$ cat src/rtl/compute_pkg.sv
// Shared types and constants for the matrix-multiply run controller.
package compute_pkg;

  localparam int ADDR_W = 5;

  localparam logic [1:0] ENG_PE   = 2'd0;
  localparam logic [1:0] ENG_SA3  = 2'd1;
  localparam logic [1:0] ENG_SA2  = 2'd2;
  localparam logic [1:0] ENG_NONE = 2'd3;

  typedef enum logic [2:0] {
    IDLE,
    CAPTURE,
    SETTLE,
    LAUNCH,
    WAIT,
    WRITE,
    FINISH
  } state_t;

  // Lowest enabled engine index that is >= from; ENG_NONE when nothing is left.
  function automatic logic [1:0] first_enabled(input logic [2:0] mask, input logic [2:0] from);
    logic [1:0] sel;
    sel = ENG_NONE;
    for (int i = 2; i >= 0; i--) begin
      if (mask[i] && (3'(i) >= from)) sel = 2'(i);
    end
    return sel;
  endfunction

endpackage

$ cat src/rtl/compute_sequencer_if.sv
// Control/handshake bundle between the run sequencer, its engines and the memory.
interface compute_sequencer_if;
  import compute_pkg::*;

  logic                  start_i;
  logic [2:0]            eng_en_i;
  logic                  run_valid_o;
  logic [2:0]            eng_start_o;
  logic [2:0]            eng_done_i;
  logic [3*ADDR_W-1:0]   eng_addr_i;
  logic [ADDR_W-1:0]     addr_core_o;
  logic                  pe_valid_o;
  logic                  sa3_valid_o;
  logic                  sa2_valid_o;
  logic                  busy_o;
  logic                  done_o;
  logic                  err_o;
  logic [1:0]            err_eng_o;

  modport master (
    output start_i, eng_en_i, eng_done_i, eng_addr_i,
    input  run_valid_o, eng_start_o, addr_core_o, pe_valid_o, sa3_valid_o,
           sa2_valid_o, busy_o, done_o, err_o, err_eng_o
  );

  modport slave (
    input  start_i, eng_en_i, eng_done_i, eng_addr_i,
    output run_valid_o, eng_start_o, addr_core_o, pe_valid_o, sa3_valid_o,
           sa2_valid_o, busy_o, done_o, err_o, err_eng_o
  );

endinterface

$ cat src/rtl/eng_watchdog.sv
// Per-engine watchdog: counts cycles since the start pulse and flags a hung engine.
module eng_watchdog #(
  parameter int TIMEOUT_CYCLES = 255,
  parameter int CNT_W          = 8
) (
  input  logic clk,
  input  logic reset,
  input  logic clear,
  input  logic enable,
  output logic expire
);

  // The count equals the number of cycles elapsed since the start pulse, so
  // expiring one short of the limit lands the abort exactly on the limit.
  localparam logic [CNT_W-1:0] LAST = CNT_W'(TIMEOUT_CYCLES - 1);

  logic [CNT_W-1:0] count;

  always_ff @(posedge clk or posedge reset) begin
    if (reset) begin
      count <= '0;
    end else if (clear) begin
      count <= '0;
    end else if (enable && (count != LAST)) begin
      count <= count + CNT_W'(1);
    end
  end

  assign expire = enable && (count == LAST);

endmodule

$ cat src/rtl/compute_sequencer.sv
// Run controller: captures operands, then runs enabled engines in order PE, SA_3x3, SA_2x2.
module compute_sequencer
  import compute_pkg::*;
#(
  parameter int TIMEOUT_CYCLES = 255,
  parameter int CNT_W          = 8
) (
  input logic               clk,
  input logic               reset,
  compute_sequencer_if.slave bus
);

  state_t            state, state_nx;
  logic [2:0]        mask, mask_nx;
  logic [1:0]        eng, eng_nx;
  logic              err, err_nx;
  logic [1:0]        err_eng, err_eng_nx;
  logic              empty_done, empty_done_nx;
  logic              wd_run, wd_clear, wd_expire;
  logic [ADDR_W-1:0] addr_sel;
  logic              done_sel;
  logic              addr_phase;

  assign wd_run   = (state == LAUNCH) || (state == WAIT);
  assign wd_clear = !wd_run;

  eng_watchdog #(
    .TIMEOUT_CYCLES(TIMEOUT_CYCLES),
    .CNT_W         (CNT_W)
  ) u_watchdog (
    .clk   (clk),
    .reset (reset),
    .clear (wd_clear),
    .enable(wd_run),
    .expire(wd_expire)
  );

  always_comb begin
    addr_sel = '0;
    done_sel = 1'b0;
    case (eng)
      ENG_PE: begin
        addr_sel = bus.eng_addr_i[ADDR_W-1:0];
        done_sel = bus.eng_done_i[0];
      end
      ENG_SA3: begin
        addr_sel = bus.eng_addr_i[2*ADDR_W-1:ADDR_W];
        done_sel = bus.eng_done_i[1];
      end
      ENG_SA2: begin
        addr_sel = bus.eng_addr_i[3*ADDR_W-1:2*ADDR_W];
        done_sel = bus.eng_done_i[2];
      end
      default: begin
        addr_sel = '0;
        done_sel = 1'b0;
      end
    endcase
  end

  always_ff @(posedge clk or posedge reset) begin
    if (reset) begin
      state      <= IDLE;
      mask       <= '0;
      eng        <= ENG_NONE;
      err        <= 1'b0;
      err_eng    <= ENG_NONE;
      empty_done <= 1'b0;
    end else begin
      state      <= state_nx;
      mask       <= mask_nx;
      eng        <= eng_nx;
      err        <= err_nx;
      err_eng    <= err_eng_nx;
      empty_done <= empty_done_nx;
    end
  end

  always_comb begin
    state_nx      = state;
    mask_nx       = mask;
    eng_nx        = eng;
    err_nx        = err;
    err_eng_nx    = err_eng;
    empty_done_nx = 1'b0;
    case (state)
      IDLE: begin
        if (bus.start_i) begin
          if (bus.eng_en_i != 3'b000) begin
            mask_nx    = bus.eng_en_i;
            err_nx     = 1'b0;
            err_eng_nx = ENG_NONE;
            state_nx   = CAPTURE;
          end else begin
            empty_done_nx = 1'b1;
          end
        end
      end
      CAPTURE: state_nx = SETTLE;
      SETTLE: begin
        eng_nx   = first_enabled(mask, 3'd0);
        state_nx = (eng_nx == ENG_NONE) ? FINISH : LAUNCH;
      end
      LAUNCH: state_nx = WAIT;
      WAIT: begin
        // A done in the same cycle as expiry still counts as a normal finish.
        if (done_sel) begin
          state_nx = WRITE;
        end else if (wd_expire) begin
          err_nx     = 1'b1;
          err_eng_nx = eng;
          state_nx   = FINISH;
        end
      end
      WRITE: begin
        eng_nx   = first_enabled(mask, {1'b0, eng} + 3'd1);
        state_nx = (eng_nx == ENG_NONE) ? FINISH : LAUNCH;
      end
      FINISH: state_nx = IDLE;
      default: state_nx = IDLE;
    endcase
  end

  assign addr_phase = (state == LAUNCH) || (state == WAIT) || (state == WRITE);

  assign bus.run_valid_o = (state == CAPTURE);
  assign bus.eng_start_o = (state == LAUNCH) ? (3'b001 << eng) : 3'b000;
  assign bus.addr_core_o = addr_phase ? addr_sel : '0;
  assign bus.pe_valid_o  = (state == WRITE) && (eng == ENG_PE);
  assign bus.sa3_valid_o = (state == WRITE) && (eng == ENG_SA3);
  assign bus.sa2_valid_o = (state == WRITE) && (eng == ENG_SA2);
  assign bus.busy_o      = (state != IDLE);
  assign bus.done_o      = (state == FINISH) || empty_done;
  assign bus.err_o       = err;
  assign bus.err_eng_o   = err_eng;

endmodule

$ cat src/flat_wrapper.sv
// flat-port wrapper written by rule: the top's interface ports become plain ports
module compute_sequencer_flat import compute_pkg::*;
#(
  parameter int TIMEOUT_CYCLES = 255,
  parameter int CNT_W          = 8
)
  (clk, reset, bus_start_i, bus_eng_en_i, bus_eng_done_i, bus_eng_addr_i, bus_run_valid_o, bus_eng_start_o, bus_addr_core_o, bus_pe_valid_o, bus_sa3_valid_o, bus_sa2_valid_o, bus_busy_o, bus_done_o, bus_err_o, bus_err_eng_o);
  compute_sequencer_if bus_i ();
  input logic clk;
  input logic reset;
  input wire logic [$bits(bus_i.start_i)-1:0] bus_start_i;
  input wire logic [$bits(bus_i.eng_en_i)-1:0] bus_eng_en_i;
  input wire logic [$bits(bus_i.eng_done_i)-1:0] bus_eng_done_i;
  input wire logic [$bits(bus_i.eng_addr_i)-1:0] bus_eng_addr_i;
  output wire logic [$bits(bus_i.run_valid_o)-1:0] bus_run_valid_o;
  output wire logic [$bits(bus_i.eng_start_o)-1:0] bus_eng_start_o;
  output wire logic [$bits(bus_i.addr_core_o)-1:0] bus_addr_core_o;
  output wire logic [$bits(bus_i.pe_valid_o)-1:0] bus_pe_valid_o;
  output wire logic [$bits(bus_i.sa3_valid_o)-1:0] bus_sa3_valid_o;
  output wire logic [$bits(bus_i.sa2_valid_o)-1:0] bus_sa2_valid_o;
  output wire logic [$bits(bus_i.busy_o)-1:0] bus_busy_o;
  output wire logic [$bits(bus_i.done_o)-1:0] bus_done_o;
  output wire logic [$bits(bus_i.err_o)-1:0] bus_err_o;
  output wire logic [$bits(bus_i.err_eng_o)-1:0] bus_err_eng_o;
  assign bus_i.start_i = bus_start_i;
  assign bus_i.eng_en_i = bus_eng_en_i;
  assign bus_i.eng_done_i = bus_eng_done_i;
  assign bus_i.eng_addr_i = bus_eng_addr_i;
  assign bus_run_valid_o = bus_i.run_valid_o;
  assign bus_eng_start_o = bus_i.eng_start_o;
  assign bus_addr_core_o = bus_i.addr_core_o;
  assign bus_pe_valid_o = bus_i.pe_valid_o;
  assign bus_sa3_valid_o = bus_i.sa3_valid_o;
  assign bus_sa2_valid_o = bus_i.sa2_valid_o;
  assign bus_busy_o = bus_i.busy_o;
  assign bus_done_o = bus_i.done_o;
  assign bus_err_o = bus_i.err_o;
  assign bus_err_eng_o = bus_i.err_eng_o;
  compute_sequencer #(.TIMEOUT_CYCLES(TIMEOUT_CYCLES), .CNT_W(CNT_W)) u_core (.clk(clk), .reset(reset), .bus(bus_i));
endmodule
$ cat config.mk
export PLATFORM = sky130hd
export DESIGN_NAME = compute_sequencer_flat
export DESIGN_NICKNAME = d
export VERILOG_FILES = /design/src/rtl/compute_pkg.sv /design/src/rtl/compute_sequencer_if.sv /design/src/rtl/eng_watchdog.sv /design/src/rtl/compute_sequencer.sv /design/src/flat_wrapper.sv
export SDC_FILE = /design/constraint.sdc
export NUM_CORES = 1
export LEC_CHECK = 0
export ABC_AREA = 1
export CAP_MARGIN = 10
export CORE_MARGIN = 10
export CORE_UTILIZATION = 35
export DETAILED_ROUTE_END_ITERATION = 12
export PLACE_DENSITY_LB_ADDON = 0.2
export SLEW_MARGIN = 10
export SYNTH_ARGS = -nofsm -noshare
export SYNTH_HDL_FRONTEND = slang
export SYNTH_SLANG_ARGS = --single-unit
$ cat constraint.sdc
create_clock -name clk -period 2.2 [get_ports clk]
set_input_delay 0.44 -clock clk [delete_from_list [all_inputs] [get_ports clk]]
set_output_delay 0.44 -clock clk [all_outputs]
set_load 0.005 [all_outputs]
# Word-level counts from Yosys, hierarchy flattened
# Cells that the tools add are included.
# op_classes
addsub	2
n_lt_le_gt_ge	3
eq_ne	18
n_shift	1
n_mux	35
n_reduce_logical	20
# ops
op	count
$mux W3	7
$mux W2	10
$pmux W3 S6	1
$mux W8	2
$pmux W5 S3	1
$eq A3 B3 Y1 const B	3
$mux W1	9
$add A8 B1 Y8 const B	1
$eq A8 B8 Y1 const B	1
$logic_and A1 B1 Y1	8
$ne A8 B8 Y1 const B	1
$pmux W2 S2	2
$eq A2 B2 Y1 const B	3
$eq A3 B2 Y1 const B	2
$ge A1 B3 Y1 const A	2
$ne A2 B2 Y1 const B	3
$reduce_and A3 Y1	2
$reduce_bool A3 Y1	2
$mux W5	1
$reduce_and A5 Y1	1
$ne A2 B1 Y1 const B	2
$reduce_bool A2 Y1	2
$add A2 B1 Y3 const B	1
$eq A3 B1 Y1 const B	1
other kinds (9)	11
# totals
register_bits	20
input_bits	24
output_inout_bits	17
word_cells	86

# Logic depth before layout (Yosys ltp)
# Gate-level depths: netlist (run 1).
# logic_depth
ltp_word	10
mapped_depth	10
depth_no_buf	10

# By module
# Synthesis (run 1) repeated with hierarchy kept, for this count alone.
# hier_totals
hier_cells	221
area_unflattened_um2	1443.9
# modules_own_cells
mod	n_inst	cells_per_inst	area_each_um2	seq_area_each_um2
compute_sequencer	1	145	912.1	305.3
eng_watchdog	1	76	531.8	200.2

# Least setup slack after synthesis (run 1)
# Ideal clock, no wire load.
# synth_path
path_kind	register -> output
startpoint	register u_core.eng[0]
endpoint	output port bus_addr_core_o[0]
arrival_ns	1.098
t_required_ns	1.760
setup_slack_ns	0.662
stages_incl_launch_ff	7
path_buffers	0
cell_sequence	dfstp_2 > inv_1 > nor2_1 > nand2_1 > nand3_1 > nand2_1 > inv_1
# synth_via
elab_chain_len	3
elab_cells_between_ends	5
cone_classes	eq/ne: 2; mux: 2; reduce/logical: 1
# synth_rtl
element	line	text
start, declared	compute_sequencer.sv:15	logic [1:0] eng, eng_nx;
start signal, assigned	compute_sequencer.sv:72	eng <= eng_nx;
$eq A2 B2 Y1, or another cell as far along	compute_sequencer.sv:41	case (eng)
$pmux W5 S3 (*)	compute_sequencer.sv:41	
$mux W5 (*)	compute_sequencer.sv:128	assign bus.addr_core_o = addr_phase ? addr_sel : '0;
end, declared	flat_wrapper.sv:17	output wire logic [$bits(bus_i.addr_core_o)-1:0] bus_addr_core_o;
# Mark *: on every way between the ends. The rest lies on a longest branch, timed or not.

# Final worst setup path (run 1)
# layout_path
startpoint	register u_core.eng[0]
endpoint	output port bus_eng_start_o[0]
# layout_via
elab_chain_len	2
# layout_rtl
element	line	text
$shl A1 B2 Y3	compute_sequencer.sv:127	assign bus.eng_start_o = (state == LAUNCH) ? (3'b001 << eng) : 3'b000;
$mux W3	compute_sequencer.sv:127	
end, declared	flat_wrapper.sv:16	output wire logic [$bits(bus_i.eng_start_o)-1:0] bus_eng_start_o;
# Every way passes these cells.

==> impl_metrics.py, run 1 <==
metrics = {
    "grt": {
        "grt_max_degree": 21,
        "antenna_found_initial": 0,
        "grt_pass1_vias": 1276,
        "grt_remaining_overflow": 0,
        "gr-usage-all-layers_pct": 11.23,
        "grt_pass1_wl_um": 5920,
    },
    "timing": {
        "skew_ps": 3.752,
        "setup_slack_ps": 111.8,
        "maxSlewHeadroom_pct": 80.64,
        "hold_viol": 0,
        "fmax_mhz": 478.9,
        "timing.final.crit_share_pct": 94.92,
        "setup-tns-final_ps": 0,
        "tightestPinTransition_ps": 286.7,
        "rsz0062_at_grt": "no",
        "period_minus_slack_ps": 2088,
        "finalSetupViolCount": 0,
        "finalMaxSlewViolations": 0,
    },
    "status": {
        "outcome": "completed",
    },
    "cells_and_area": {
        "drive_gt1_share_pct": 17.53,
        "antenna_cells": 0,
        "areaGrowthSynthToFinish_pct": 49.28,
        "fill_cells": 388,
        "layout_common_cells": "58 x nand2_1, 30 x clkdlybuf4s50_1, 26 x inv_1",
        "final_cells": 299,
        "layout.nets": 278,
        "final_common_cell": "nand2_1",
    },
    "drt": {
        "dr.pass1.iters": 4,
        "dr_total_vias": 1360,
        "ant_nets": 0,
        "routed_via_density": 4.548,
        "drt_drc_violations_left": 0,
        "drt_iter0_markers": 84,
        "routed_wl_um": 3462,
        "wl_per_cell_um": 11.58,
    },
    "setup_path": {
        "cpPeakStageDelay_ps": 560,
        "worstPathBufferInverterCount": 3,
        "path_class": "reg2out",
        "path_delay_family": "buffers and inverters",
        "cp_cell_sequence": "inv_1 > buf_4 > nand2_1 > nor2_1 > clkdlybuf4s50_1",
        "cp-start-kind": "flip-flop",
        "worstPathArrival_ps": 1650,
        "cp_max_fo": 4,
        "slowest_stage": "dfstp_2",
        "required_ps": 1760,
        "setup.worst_path.end_class": "output pin",
    },
    "worst_hold_path": {
        "hp-class": "reg2reg",
    },
    "cts": {
        "tritoncts": "yes",
        "cts.path.max_buffers": 2,
        "insertion_delay_ps": 250,
        "path_clk_slew_ps": 80,
        "cts-htree-levels": 1,
        "clock_sinks": 20,
        "holdBufCountCts": 0,
        "root_buffer": "clkbuf_8",
        "cts-buffers-inserted": 3,
    },
    "synthesis": {
        "synth_cells": 191,
        "synth_compound_area_share_pct": 9.091,
        "ys_seq_elements": 20,
        "yosys.area_share.simple_pct": 40.10,
        "yosysUniqueCellTypes": 24,
        "synth_area_um2": 1308,
        "synthAdderAreaFrac_pct": 1.914,
        "synth_nets": 217,
        "synth.avg_cell_area_um2": 6.846,
        "synth_top_family_by_area": "simple AND/OR/NAND/NOR gates",
        "synthMuxAreaShare_pct": 0,
        "ys_warn_count": 0,
        "yosysSeqAreaShare_pct": 38.66,
        "synth_xor_area_share_pct": 1.340,
    },
    "placement": {
        "place.gp.congestion": 0.8351,
        "hpwl_um": 2896,
        "dp.cells": 291,
        "io_buffers": 40,
        "dpl_worst_slack_ps": 108.1,
    },
    "floorplanning": {
        "initial_core_util_pct": 35.98,
        "core.rowCount": 22,
        "ios": 41,
        "die-area_um2": 6580,
        "die_height_um": 81.12,
        "core_area_um2": 3633,
        "die_w_um": 81.12,
    },
    "pwr": {
        "p_leak_uw": 0.001091,
        "power_density_nw_per_um2": 1095,
        "ir_drop_mv": 0.6390,
    },
    "flow_run": {
        "drv_cap": 0,
    },
}
-- where the power goes --
| part | switching (uW) | internal, uW |
|---|---|---|
| logic | 665 | 587 |
| clock network | 119 | 159 |
| registers | 95.5 | 511 |
| total | 880 | 1260 |
-- cells in the mapped netlist --
library cell	number	share of area, %
o22ai_1	1	0.48
nand3_1	20	7.7
dfstp_2	4	8.0
o21ai_0	8	3.1
nor3_1	2	0.77
dfrtp_1	16	31
nor2_2	2	0.96
nor2_1	20	5.7
o311ai_0	1	0.67
nand2_1	59	17
inv_1	26	7.5
o21ai_1	2	0.77
a31oi_1	3	1.4
ha_1	2	1.9
a21oi_1	1	0.38
inv_2	5	1.4
xor2_1	2	1.3
nand2_2	7	3.3
nor2_4	4	3.4
a21o_1	2	1.1
o211ai_1	1	0.57
a211oi_1	1	0.57
nand3_2	1	0.77
nand4_1	1	0.48
-- routing by layer --
| layer | vias to the layer above | track usage, % | part of all wire [%] |
|---|---|---|---|
| met3 | 2 | 2.649 | 3.2 |
| li1 | 725 | - | - |
| met2 | 18 | 19.82 | 53 |
| met1 | 615 | 13.63 | 43 |
| met4 | 0 | 2.076 | 0.64 |
| met5 | - | 0 | 0 |
-- worst paths after layout --
kind | startpoint | endpoint | slack (ps) | cells past startpoint
hold / removal | u_core.bus.err_eng_o[1] | u_core.bus.err_eng_o[1] | 470 | 2
setup reg to reg | u_core.eng[0] | u_core.bus.err_o | 700 | 8
min in group asynchronous | reset | u_core.empty_done | 500 | 3
hold reg to reg | u_core.bus.err_eng_o[1] | u_core.bus.err_eng_o[1] | 470 | 2
max in group asynchronous | reset | u_core.bus.err_eng_o[0] | 1430 | 3
setup / recovery | u_core.eng[0] | bus_eng_start_o[0] | 110 | 5
-- tightest hold or removal path, stage by stage, from the launching register on --
cell     delay (ps)
dfstp_2         370
nand2_1          50
nand2_1          40
-- flip-flops by register name, summed over array words and instances (netlist names) --
signal / count
u_core.bus.err_eng_o: 2
u_core.bus.err_o: 1
u_core.empty_done: 1
u_core.eng: 2
u_core.mask: 3
u_core.state: 3
u_core.u_watchdog.count: 8
-- cell type report --
class                           instances  area, um^2  area share (%)
Clock buffer                            4       55.05           2.821
Inverter                               31       116.4           5.962
Multi-Input combinational cell        140       688.2           35.26
Sequential cell                        20       505.5           25.90
Tap cell                               48       60.06           3.077
Timing Repair Buffer                   56       526.8           26.99
-- what timing repair did --
| item | CTS | global route |
|---|---|---|
| gates cloned | 0 | 0 |
| gates resized for setup | 6 | 5 |
| setup buffers | 5 | 0 |
| pin swaps | 0 | 0 |
| endpoints found under the setup margin | 9 | 7 |
-- cells by family after synthesis --
logic type,Yosys count
adders and majority gates,2
and+or+nand+nor,116
xor gates and xnor gates,2
DFF,20
AOI/OAI and AO/OA,20
buffers and inverters,31
-- per-stage QoR --
stage | utilization (%) | hold WS, ps | area [um^2] | power (uW)
5_1_grt | 53.72 | 488.1 | 1952 | 2375
4_1_cts | 53.58 | 470.8 | 1947 | 2176
3_5_place_dp | 51.14 | 459.3 | 1858 | 1854
2_1_floorplan | - | 400.9 | 1308 | 1307
3_3_place_gp | 51.14 | 452.8 | 1858 | 1851
6_report | 53.72 | 469.9 | 1952 | 2137
Note: power is estimated with default switching activity, not from simulation.
==> run 2, diff against run 1 <==
--- a/config.mk
+++ b/config.mk
@@ -11,7 +11,6 @@
 export CORE_UTILIZATION = 35
 export DETAILED_ROUTE_END_ITERATION = 12
 export PLACE_DENSITY_LB_ADDON = 0.2
-export SLEW_MARGIN = 10
 export SYNTH_ARGS = -nofsm -noshare
 export SYNTH_HDL_FRONTEND = slang
 export SYNTH_SLANG_ARGS = --single-unit
==> results of run 2 <==
Same layout as run 1: the final DEF is identical, and so are final timing and power.
==> run 3, diff against run 2 <==
--- a/config.mk
+++ b/config.mk
@@ -9,6 +9,7 @@
 export CAP_MARGIN = 10
 export CORE_MARGIN = 10
 export CORE_UTILIZATION = 35
+export CTS_CLUSTER_SIZE = 14
 export DETAILED_ROUTE_END_ITERATION = 12
 export PLACE_DENSITY_LB_ADDON = 0.2
 export SYNTH_ARGS = -nofsm -noshare
==> results of run 3 <==
Same layout as run 1: the final DEF is identical, and so are final timing and power.
